`config.mk`:
```
export PLATFORM = sky130hd
export DESIGN_NAME = gate_op_sequencer
export DESIGN_NICKNAME = d
export VERILOG_FILES = /design/src/rtl/gate_op_sequencer.sv
export SDC_FILE = /design/constraint.sdc
export NUM_CORES = 1
export LEC_CHECK = 0
export BUFFER_PORTS_ARGS = -buffer_cell sky130_fd_sc_hd__buf_2
export CORE_MARGIN = 2
export CORE_UTILIZATION = 56
export DETAILED_ROUTE_END_ITERATION = 16
export HOLD_SLACK_MARGIN = 0.02
export PLACE_DENSITY = 0.76
export SETUP_SLACK_MARGIN = 0.02
export SLEW_MARGIN = 20
export SYNTH_ARGS = -nofsm -noshare
export SYNTH_HDL_FRONTEND = slang
export SYNTH_SLANG_ARGS = --single-unit
```
`constraint.sdc`:
```
create_clock -name clk -period 3 [get_ports clk]
set_input_delay 0.15 -clock clk [delete_from_list [all_inputs] [get_ports clk]]
set_output_delay 0.15 -clock clk [all_outputs]
set_load 0.01 [all_outputs]
```
`src/rtl/gate_op_sequencer.sv`:
```
// rtl/gate_op_sequencer.sv - command FIFO and hold sequencer feeding the gate-result multiplexor
//
// Purpose:
//   Queues gate commands (opcode + operands A/B) and issues them one at a
//   time. Each issued command drives its operands and a one-hot selector for
//   HOLD_CYCLES cycles. seq_done pulses on the last of those cycles.
//   Back-to-back commands issue without a bubble.
//
// Optional feature (macro AUTO_SCAN_EN):
//   Adds input scan_en. While the block is idle with an empty FIFO, it steps
//   the selector 0001->0010->0100->1000 using the last operands, with no
//   seq_done. A queued command or scan_en low ends the scan at a step boundary.
//
// Ports:
//   clk, reset              rising-edge clock, synchronous active-high reset
//   cmd_valid/cmd_ready     command handshake (ready = FIFO not full)
//   cmd_op, cmd_a, cmd_b    opcode (00 AND, 01 OR, 10 NAND, 11 XOR) and operands
//   scan_en                 auto-scan request (AUTO_SCAN_EN builds only)
//   seq_a, seq_b            operands of the issued command
//   seq_selector            one-hot mux select, 0000 when not valid
//   seq_valid, seq_done     issued command active / last hold cycle
//   seq_busy                sequencer active or commands queued
//   fifo_count              queued entries, not counting the issued command

module gate_op_sequencer #(
   parameter int FIFO_DEPTH  = 4,
   parameter int HOLD_CYCLES = 2,
   parameter int DATA_W      = 4
) (
   input  logic                          clk,
   input  logic                          reset,
   input  logic                          cmd_valid,
   output logic                          cmd_ready,
   input  logic [1:0]                    cmd_op,
   input  logic [DATA_W-1:0]             cmd_a,
   input  logic [DATA_W-1:0]             cmd_b,
`ifdef AUTO_SCAN_EN
   input  logic                          scan_en,
`endif
   output logic [DATA_W-1:0]             seq_a,
   output logic [DATA_W-1:0]             seq_b,
   output logic [3:0]                    seq_selector,
   output logic                          seq_valid,
   output logic                          seq_done,
   output logic                          seq_busy,
   output logic [$clog2(FIFO_DEPTH):0]   fifo_count
);

   localparam int PW = $clog2(FIFO_DEPTH);
   localparam int CW = PW + 1;
   localparam int EW = 2 + 2 * DATA_W;
   localparam int HW = (HOLD_CYCLES > 1) ? $clog2(HOLD_CYCLES) : 1;
   localparam logic [HW-1:0] HOLD_RELOAD = HW'(HOLD_CYCLES - 1);

   typedef enum logic [1:0] {IDLE, HOLD, SCAN} state_t;

   logic [EW-1:0] mem [FIFO_DEPTH];
   logic [PW-1:0] wr_ptr;
   logic [PW-1:0] rd_ptr;
   logic [CW-1:0] count;
   state_t        state;
   logic [HW-1:0] hold_cnt;

   logic          push;
   logic          pop;
   logic          step_end;
   logic [EW-1:0] head;

   function automatic logic [3:0] decode(input logic [1:0] op);
      logic [3:0] sel;
      sel = 4'b0000;
      case (op)
         2'b00:   sel = 4'b0001;
         2'b01:   sel = 4'b0010;
         2'b10:   sel = 4'b0100;
         default: sel = 4'b1000;
      endcase
      return sel;
   endfunction

   // Ready depends only on registered occupancy, so a full FIFO refuses a
   // push even in a cycle where it also pops.
   assign cmd_ready  = (count != CW'(FIFO_DEPTH));
   assign push       = cmd_valid && cmd_ready;
   // Last cycle of the current hold (or scan step).
   assign step_end   = (state != IDLE) && (hold_cnt == '0);
   // Popping at step_end loads the next command for the following cycle,
   // which gives back-to-back issue without a bubble.
   assign pop        = (count != '0) && ((state == IDLE) || step_end);
   assign head       = mem[rd_ptr];
   assign seq_busy   = (state != IDLE) || (count != '0);
   assign fifo_count = count;

   // FIFO storage needs no reset: entries are only read behind the pointers.
   always_ff @(posedge clk) begin
      if (push) begin
         mem[wr_ptr] <= {cmd_op, cmd_a, cmd_b};
      end
   end

   always_ff @(posedge clk) begin
      if (reset) begin
         wr_ptr       <= '0;
         rd_ptr       <= '0;
         count        <= '0;
         state        <= IDLE;
         hold_cnt     <= '0;
         seq_a        <= '0;
         seq_b        <= '0;
         seq_selector <= 4'b0000;
         seq_valid    <= 1'b0;
         seq_done     <= 1'b0;
      end else begin
         if (push) begin
            wr_ptr <= wr_ptr + 1'b1;
         end
         if (pop) begin
            rd_ptr <= rd_ptr + 1'b1;
         end
         case ({push, pop})
            2'b10:   count <= count + 1'b1;
            2'b01:   count <= count - 1'b1;
            default: count <= count;
         endcase

         if (pop) begin
            state        <= HOLD;
            hold_cnt     <= HOLD_RELOAD;
            seq_a        <= head[2*DATA_W-1 -: DATA_W];
            seq_b        <= head[DATA_W-1:0];
            seq_selector <= decode(head[EW-1 -: 2]);
            seq_valid    <= 1'b1;
            seq_done     <= (HOLD_CYCLES == 1);
         end else begin
            case (state)
               IDLE: begin
`ifdef AUTO_SCAN_EN
                  // pop has priority, so reaching here means the FIFO is empty.
                  if (scan_en) begin
                     state        <= SCAN;
                     hold_cnt     <= HOLD_RELOAD;
                     seq_selector <= 4'b0001;
                     seq_valid    <= 1'b1;
                     seq_done     <= 1'b0;
                  end
`endif
               end
               HOLD, SCAN: begin
                  if (hold_cnt != '0) begin
                     hold_cnt <= hold_cnt - HW'(1);
                     // Announce the final hold cycle of a real command.
                     seq_done <= (state == HOLD) && (hold_cnt == HW'(1));
                  end else begin
`ifdef AUTO_SCAN_EN
                     if ((state == SCAN) && scan_en) begin
                        hold_cnt     <= HOLD_RELOAD;
                        seq_selector <= {seq_selector[2:0], seq_selector[3]};
                        seq_done     <= 1'b0;
                     end else begin
                        state        <= IDLE;
                        seq_selector <= 4'b0000;
                        seq_valid    <= 1'b0;
                        seq_done     <= 1'b0;
                     end
`else
                     state        <= IDLE;
                     seq_selector <= 4'b0000;
                     seq_valid    <= 1'b0;
                     seq_done     <= 1'b0;
`endif
                  end
               end
               default: begin
                  state        <= IDLE;
                  seq_selector <= 4'b0000;
                  seq_valid    <= 1'b0;
                  seq_done     <= 1'b0;
               end
            endcase
         end
      end
   end

endmodule
```
==> flow_metrics.tcl, run 1 <==
set metrics [dict create \
    powerDensity_mw_per_mm2 903 \
    ir_drop_mv 0.490 \
    synth_nets 182 \
    netlist_top_cells_area "edfxtp_1 48%, dfxtp_1 19%, mux4_1 9.4%" \
    hold_viol 0 \
    period_share_pct 79.3 \
    drt_wl_total_mm 4.50 \
    cp.arrival_ns 2.64 \
    first_global_vias 1521 \
    io_buffers 31 \
    track_usage_pct 20.4 \
    wire_per_inst_um 17.4 \
    yosysTopAreaCellShare_pct 47.8 \
    cp-start-kind "flip-flop" \
    nNetsFinal 221 \
    vias 1478 \
    cts.clk_slew.worst_paths_ns 0.07 \
    cp_top_family "simple AND/OR/NAND/NOR gates" \
    hpwl_mm 2.86 \
    fin_worst_skew_ns 0.00679 \
    cts.sinks 64 \
    cts_root_buf "clkbuf_8" \
    drt_iter0_markers 94 \
    ys.flop_type "edfxtp_1" \
    cp.required_ns 3.26 \
    worstPathCellList "and2_0 -> nor2_1 -> ha_1 -> fa_1 -> xnor2_1 -> or3_1 -> a21oi_1" \
    tightest_slew_ns 0.702 \
    power_mw 2.65 \
    synth_top_area_cell "edfxtp_1" \
    core_area_mm2 0.00432 \
    io_pins 32 \
    yosys_warnings 0 \
    slew_headroom_pct 53.2 \
    antenna_found_initial 0 \
    final_common_cell "edfxtp_1" \
    cap_violations 0 \
    post-place-ws_ns 0.652 \
    fin_setup_tns_ns 0 \
    max_freq_mhz 420 \
    end_kind "flip-flop" \
    critPathKind "flip-flop to flip-flop" \
    ys_ff_latch 64 \
    cts_tree "yes" \
    synth_cell_types 35 \
    ctsHtreeMaxLevel 3 \
    globalplace.congestion 0.749 \
    finalNonFillerCells 259 \
    drive_gt1_share_pct 24.6 \
    row_count 24 \
    diodes 0 \
    worst-path-max-fanout 15 \
    fin_util_pct 67.9 \
    clk_path_buf_depth 2 \
    synth_edf_count 40 \
    grt.overflow.total 0 \
    route.detailed.drc 0 \
    static-leakage-power_nw 1.11 \
    setup_violations 0 \
    hp-class "input pin to flip-flop" \
    cpPeakStageDelay_ns 0.60 \
    floorplan.die.height_um 71.0 \
    fp.dieW_um 71.0 \
    start_util_pct 58.1 \
    layout_common_cells "40 x edfxtp_1, 31 x buf_2, 24 x dfxtp_1" \
    grt_max_degree 23 \
    ant_nets 0 \
    rsz0062_at_grt "no" \
    grt_first_pass_wirelength_mm 7.44 \
    cts_made_buffers 9 \
    clk-insertion-delay-late_ns 0.33 \
    syn_inst 163 \
    dpl_cell_area_mm2 0.00269 \
    dr.pass1.iters 4 \
    via_per_inst 5.71 \
    cts.repair.resized 0 \
    status "completed" \
    finalCriticalPeriod_ns 2.38 \
    path_buf_inv 0 \
    ys_seq_area_share_pct 67.0 \
    ys_async_sr_fraction_pct 0 \
    final_cell_area_mm2 0.00294 \
    cp_slowest_cell "and2_0" \
    nFillCells 313 \
    synth.avg_cell_area_um2 15.4 \
    die_area_mm2 0.00504 \
    maxSlewViolCount 0 \
    syn_area_mm2 0.00251 \
    fin_ws_ns 0.620 \
    holdWs_ns 0.0374 \
    placedCellCount 237 \
    syn_to_final_growth_pct 16.9 \
]
## per-layer routing
| metal | vias up | global-route usage (%) | part of all wire (%) |
|---|---|---|---|
| li1 | 716 | - | - |
| met1 | 717 | 24.2 | 42 |
| met2 | 40 | 33.2 | 51 |
| met3 | 5 | 8.97 | 5.5 |
| met4 | 0 | 7.55 | 1.0 |
| met5 | - | 0 | 0 |
## synth_stat cells (all sizes together) (3+ instances only)
master  instances
a21oi          17
and3            4
buf             6
clkbuf          4
dfxtp          24
edfxtp         40
ha              5
inv             4
mux4           10
nand3          11
nor2            4
nor3            3
o21ai          10
## state kept, by name, summed over array words and instances (netlist names), named ones only
name          cells
mem              40
seq_a             4
seq_done          1
hold_cnt          1
seq_selector      4
seq_b             4
wr_ptr            2
seq_valid         1
fifo_count        3
rd_ptr            2
## cells by family (layout without fill, tap and decap cells)
| logic type | Yosys count | count (layout) | synth area share, % |
|---|---|---|---|
| XOR/XNOR | 2 | 2 | 0.698 |
| buffers and inverters | 14 | 58 | 2.54 |
| adder cells (fa/ha/maj) | 6 | 6 | 3.29 |
| AND/OR/NAND/NOR | 32 | 32 | 7.87 |
| AO/OA/AOI/OAI | 34 | 34 | 7.92 |
| flip-flops | 64 | 64 | 67.0 |
| multiplexers | 11 | 11 | 10.7 |
## repair_timing
item                                    in CTS  in global routing
endpoints found under the hold margin       15                  4
setup buffers                                0                  0
endpoints found under the setup margin       0                  0
hold buffers                                 5                  1
## area by class of cell
type | instances | area [um2] | area share (%)
sequential | 64 | 1680 | 57.3
multi-input combinational | 85 | 766 | 26.1
timing repair buffer | 38 | 223 | 7.59
clock buffer | 13 | 170 | 5.80
tap | 52 | 65.1 | 2.22
clock inverter | 3 | 15.0 | 0.512
inverter | 4 | 15.0 | 0.512
## final timing paths
| path | depth (start not counted) | to | from | slack [ns] |
|---|---|---|---|---|
| max | 7 | fifo_count[2]$_SDFFE_PP0P_ | seq_valid$_SDFFE_PP0P_ | 0.62 |
| min | 1 | mem[3][0]$_DFFE_PP_ | cmd_b[0] | 0.04 |
| max reg2reg | 7 | fifo_count[2]$_SDFFE_PP0P_ | seq_valid$_SDFFE_PP0P_ | 0.62 |
| min reg2reg | 1 | seq_selector[1]$_SDFFE_PP0P_ | seq_selector[1]$_SDFFE_PP0P_ | 0.48 |
## report_power, final
| part | switching, mW | internal, mW | total, mW |
|---|---|---|---|
| combinational | 0.384 | 0.350 | 0.734 |
| clock | 0.305 | 0.369 | 0.674 |
| sequential | 0.133 | 1.11 | 1.24 |
| total | 0.822 | 1.83 | 2.65 |
(Power assumes the default switching activity.)
==> inputs of run 2 (changes only) <==
==> constraint.sdc (replaced) <==
create_clock -name clk -period 2.25 [get_ports clk]
set_input_delay 0.1125 -clock clk [delete_from_list [all_inputs] [get_ports clk]]
set_output_delay 0.1125 -clock clk [all_outputs]
set_load 0.01 [all_outputs]
==> flow_metrics.tcl, run 2 (synthesized netlist as in run 1, its figures left out) <==
set metrics [dict create \
    status "completed" \
    critPathKind "flip-flop to flip-flop" \
    hp-class "input pin to flip-flop" \
    cap_violations 0 \
    fin_setup_tns_ns 0 \
    fin_util_pct 71.4 \
    cts.sinks 64 \
    worstPathCellList "or3b_1 -> nand2_1 -> ha_1 -> fa_1 -> xnor2_1 -> or3_1 -> a21oi_1" \
    diodes 0 \
    start_util_pct 58.1 \
    slew_headroom_pct 60.0 \
    ctsHtreeMaxLevel 3 \
    floorplan.die.height_um 71.0 \
    first_global_vias 1542 \
    layout_common_cells "40 x edfxtp_1, 31 x buf_2, 24 x dfxtp_1" \
    cts.repair.resized 0 \
    largest_register "mem" \
    track_usage_pct 20.5 \
    cts_made_buffers 9 \
    setup_violations 0 \
    period_share_pct 94.0 \
    cpPeakStageDelay_ns 0.52 \
    final_cell_area_mm2 0.00309 \
    vias 1527 \
    drt_iter0_markers 120 \
    post-cts-setup-buffers 0 \
    fp.dieW_um 71.0 \
    dr.pass1.iters 4 \
    via_per_inst 5.74 \
    row_count 24 \
    globalplace.congestion 0.773 \
    cts.clk_slew.worst_paths_ns 0.07 \
    antenna_found_initial 0 \
    static-leakage-power_nw 1.17 \
    clk_path_buf_depth 2 \
    route.detailed.drc 0 \
    core_area_mm2 0.00432 \
    maxSlewViolCount 0 \
    max_freq_mhz 473 \
    cts_hold_buf 10 \
    grt_max_degree 23 \
    cp_slowest_cell "dfxtp_1" \
    cp.required_ns 2.52 \
    worst-path-max-fanout 7 \
    powerDensity_mw_per_mm2 1290 \
    ir_drop_mv 0.772 \
    hold_viol 0 \
    io_buffers 31 \
    end_kind "flip-flop" \
    drive_gt1_share_pct 26.2 \
    rsz0062_at_grt "no" \
    wire_per_inst_um 17.7 \
    io_pins 32 \
    cts_root_buf "clkbuf_8" \
    grt_first_pass_wirelength_mm 7.47 \
    hpwl_mm 2.94 \
    syn_to_final_growth_pct 22.9 \
    dpl_cell_area_mm2 0.00272 \
    drt_wl_total_mm 4.70 \
    cp-start-kind "flip-flop" \
    ant_nets 0 \
    finalCriticalPeriod_ns 2.11 \
    cts_tree "yes" \
    grt.overflow.total 0 \
    cp.arrival_ns 2.39 \
    tightest_slew_ns 0.599 \
    nNetsFinal 228 \
    fin_worst_skew_ns 0.00937 \
    largest_reg_flops 40 \
    final_common_cell "edfxtp_1" \
    clk-insertion-delay-late_ns 0.34 \
    die_area_mm2 0.00504 \
]
[run 2: cell count changes in the layout (fill, tap and decap cells not counted), sizes merged]
cell / delta
dlygate4sd3: +4
bufinv: +4
clkbuf: -4
clkinvlp: +2
clkinv: -2
buf: +3
[run 2: worst max-delay path, delay by kind of cell (launching register included)]
kind	cells	cell delay, ns
flip-flops	1	0.52
AO/OA/AOI/OAI	1	0.13
AND/OR/NAND/NOR	3	0.58
adder cells (fa/ha/maj)	2	0.65
XOR/XNOR	1	0.17
[run 2: final timing paths]
kind	start	endpoint	slack, ns	cells after the start
hold / removal	cmd_valid	wr_ptr[0]$_SDFFE_PP0P_	0.12	3
setup / recovery	fifo_count[0]$_SDFFE_PP0P_	fifo_count[2]$_SDFFE_PP0P_	0.14	7
setup reg to reg	fifo_count[0]$_SDFFE_PP0P_	fifo_count[2]$_SDFFE_PP0P_	0.14	7
hold reg to reg	seq_selector[1]$_SDFFE_PP0P_	seq_selector[1]$_SDFFE_PP0P_	0.47	1
[run 2: final cells by class]
cell class / instances / area [um2]
Multi-Input combinational cell: 85 / 772
Timing Repair Buffer: 45 / 285
Clock buffer: 9 / 124
Sequential cell: 64 / 1680
Clock inverter: 7 / 144
Inverter: 4 / 15.0
Fill cell: 291 / 1240
Tap cell: 52 / 65.1
[run 2: metrics by stage]
stage	power, mW	hold WS [ns]	cells	worst slack, ns
6_report	3.99	0.124	266	0.136
5_1_grt	4.17	0.120	266	0.0556
4_1_cts	4.01	0.100	266	0.141
3_5_place_dp	2.70	0.328	240	0.176
3_3_place_gp	2.63	0.321	240	0.316
2_1_floorplan	2.37	0.211	163	0.0206
[run 2: per-layer routing]
| layer | wire (um) | vias up | global-route usage, % |
|---|---|---|---|
| met5 | 0 | - | 0 |
| met2 | 2470 | 41 | 35.3 |
| li1 | - | 729 | - |
| met3 | 189 | 11 | 5.13 |
| met4 | 112 | 0 | 10.7 |
| met1 | 1930 | 746 | 23.6 |
[run 2: where the power goes]
| part | total, mW | switching, mW | internal, mW |
|---|---|---|---|
| clock network | 1.30 | 0.449 | 0.849 |
| logic | 1.05 | 0.553 | 0.496 |
| registers | 1.64 | 0.162 | 1.48 |
| total | 3.99 | 1.16 | 2.82 |
==> inputs of run 3 (changes only) <==
--- a/config.mk
+++ b/config.mk
@@ -7,10 +7,10 @@
 export LEC_CHECK = 0
 export BUFFER_PORTS_ARGS = -buffer_cell sky130_fd_sc_hd__buf_2
 export CORE_MARGIN = 2
-export CORE_UTILIZATION = 56
+export CORE_UTILIZATION = 61
 export DETAILED_ROUTE_END_ITERATION = 16
 export HOLD_SLACK_MARGIN = 0.02
-export PLACE_DENSITY = 0.76
+export PLACE_DENSITY = 0.81
 export SETUP_SLACK_MARGIN = 0.02
 export SLEW_MARGIN = 20
 export SYNTH_ARGS = -nofsm -noshare
==> constraint.sdc (replaced) <==
create_clock -name clk -period 2.66 [get_ports clk]
set_input_delay 0.133 -clock clk [delete_from_list [all_inputs] [get_ports clk]]
set_output_delay 0.133 -clock clk [all_outputs]
set_load 0.01 [all_outputs]
==> flow_metrics.tcl, run 3 (synthesized netlist as in run 1, its figures left out) <==
set metrics [dict create \
    status "completed" \
    fin_worst_skew_ns 0.00718 \
    combPwrFrac_pct 29.0 \
    placedCellCount 236 \
    cts_tree "yes" \
    vias 1525 \
    nNetsFinal 226 \
    maxSlewViolCount 0 \
    end_kind "flip-flop" \
    cts_root_buf "clkbuf_8" \
    reg2reg_depth 7 \
    die_area_mm2 0.00465 \
    max_freq_mhz 451 \
    hp-class "input pin to flip-flop" \
    start_util_pct 63.2 \
    largest_register "mem" \
    finalNonFillerCells 262 \
    drt_iter0_markers 116 \
    ctsHtreeMaxLevel 3 \
    internal_power_mw 2.01 \
    diodes 0 \
    first_global_vias 1541 \
    grt_first_pass_wirelength_mm 7.06 \
    pwr-share-clk_pct 23.2 \
    row_count 23 \
    switching_share_pct 31.4 \
    floorplan.die.height_um 68.2 \
    setup_violations 0 \
    rsz0062_at_grt "no" \
    dpl_cell_area_mm2 0.00270 \
    cp.required_ns 2.91 \
    clk-insertion-delay-late_ns 0.33 \
    dr.pass1.iters 4 \
    cts.clk_slew.worst_paths_ns 0.06 \
    clk_path_buf_depth 2 \
    tightest_slew_ns 0.591 \
    p_sw_mw 0.922 \
    ir_drop_mv 0.630 \
    r2r_start "fifo_count[0]$_SDFFE_PP0P_" \
    io_pins 32 \
    static-leakage-power_nw 1.12 \
    syn_to_final_growth_pct 17.7 \
    via_per_inst 5.82 \
    cap_violations 0 \
    finalCriticalPeriod_ns 2.22 \
    track_usage_pct 22.5 \
    powerDensity_mw_per_mm2 992 \
    wire_per_inst_um 17.4 \
    crit_path_start "fifo_count[0]$_SDFFE_PP0P_" \
    globalplace.congestion 0.747 \
    hpwl_mm 2.91 \
    worstReg2RegEnd "fifo_count[2]$_SDFFE_PP0P_" \
    cp-start-kind "flip-flop" \
    antenna_found_initial 0 \
    p_seq_share_pct 47.7 \
    critPathKind "flip-flop to flip-flop" \
    worst-path-max-fanout 10 \
    slew_headroom_pct 60.6 \
    hold_viol 0 \
    route.detailed.drc 0 \
    final_cell_area_mm2 0.00296 \
    fp.dieW_um 68.2 \
    drive_gt1_share_pct 22.6 \
    ant_nets 0 \
    cts.sinks 64 \
    layout_common_cells "40 x edfxtp_1, 31 x buf_2, 24 x dfxtp_1" \
    cp.arrival_ns 2.47 \
    fin_setup_tns_ns 0 \
    reg2reg_slack_ns 0.44 \
    drt_wl_total_mm 4.55 \
    period_share_pct 83.4 \
    grt_max_degree 23 \
    grt.overflow.total 0 \
    io_buffers 31 \
    final_common_cell "edfxtp_1" \
    core_area_mm2 0.00397 \
    cts_made_buffers 9 \
    worstSetupEndpoint "fifo_count[2]$_SDFFE_PP0P_" \
    holdPathStages 3 \
    largest_reg_flops 40 \
]
[run 3: worst min-delay path by stage]
stage | slack [ns] | end | from
finish | 0.15 | wr_ptr[0]$_SDFFE_PP0P_ | cmd_valid
global route | 0.15 | wr_ptr[0]$_SDFFE_PP0P_ | cmd_valid
detailed placement | 0.35 | mem[0][0]$_DFFE_PP_ | cmd_b[0]
floorplan | 0.23 | mem[0][0]$_DFFE_PP_ | cmd_b[0]
global placement | 0.34 | mem[1][3]$_DFFE_PP_ | cmd_b[3]
CTS | 0.13 | wr_ptr[0]$_SDFFE_PP0P_ | cmd_valid
[run 3: area by class of cell]
class,instances,area (um2)
sequential,64,1680
fill,250,1020
multi-input combinational,85,766
timing repair buffer,43,270
clock buffer,14,153
tap,50,62.6
inverter,4,15.0
clock inverter,2,7.51
[run 3: critical path: stages, from the launching register on]
cell     delay (ns)
dfxtp_1        0.47
or3b_1         0.32
nand2_1        0.10
ha_1           0.24
fa_1           0.38
xnor2_1        0.15
or3_1          0.32
a21oi_1        0.16
[run 3: what timing repair did]
action	CTS	global route
buffers inserted	0	0
hold buffers	10	0
setup endpoints to repair	0	0
endpoints found under the hold margin	40	0
gates resized for setup	0	0
[run 3: power groups by stage]
stage	clock, mW	sequential [mW]	combinational, mW
after floorplan	0	1.40	0.599
after global placement	0	1.40	0.797
after detailed placement	0	1.42	0.840
after CTS	0.695	1.40	0.859
after global routing	0.734	1.43	0.936
final	0.681	1.40	0.851
[run 3: per-layer routing]
metal	vias up	share of wire (%)	track usage (%)	wire length [um]
met3	7	4.4	6.25	202
li1	725	-	-	-
met2	49	54	39.0	2470
met5	-	0	0	0
met4	0	1.5	13.8	68
met1	744	40	24.5	1810
[run 3: metrics by stage]
step                      utilization [%]  setup slack [ns]  power, mW  hold WS (ns)
final                                74.4             0.441       2.93         0.148
after global routing                 74.4             0.273       3.10         0.152
after CTS                            74.4             0.442       2.95         0.129
after detailed placement             67.9             0.466       2.26         0.350
after global placement               67.9             0.609       2.20         0.342
after floorplan                         -             0.384       2.00         0.232
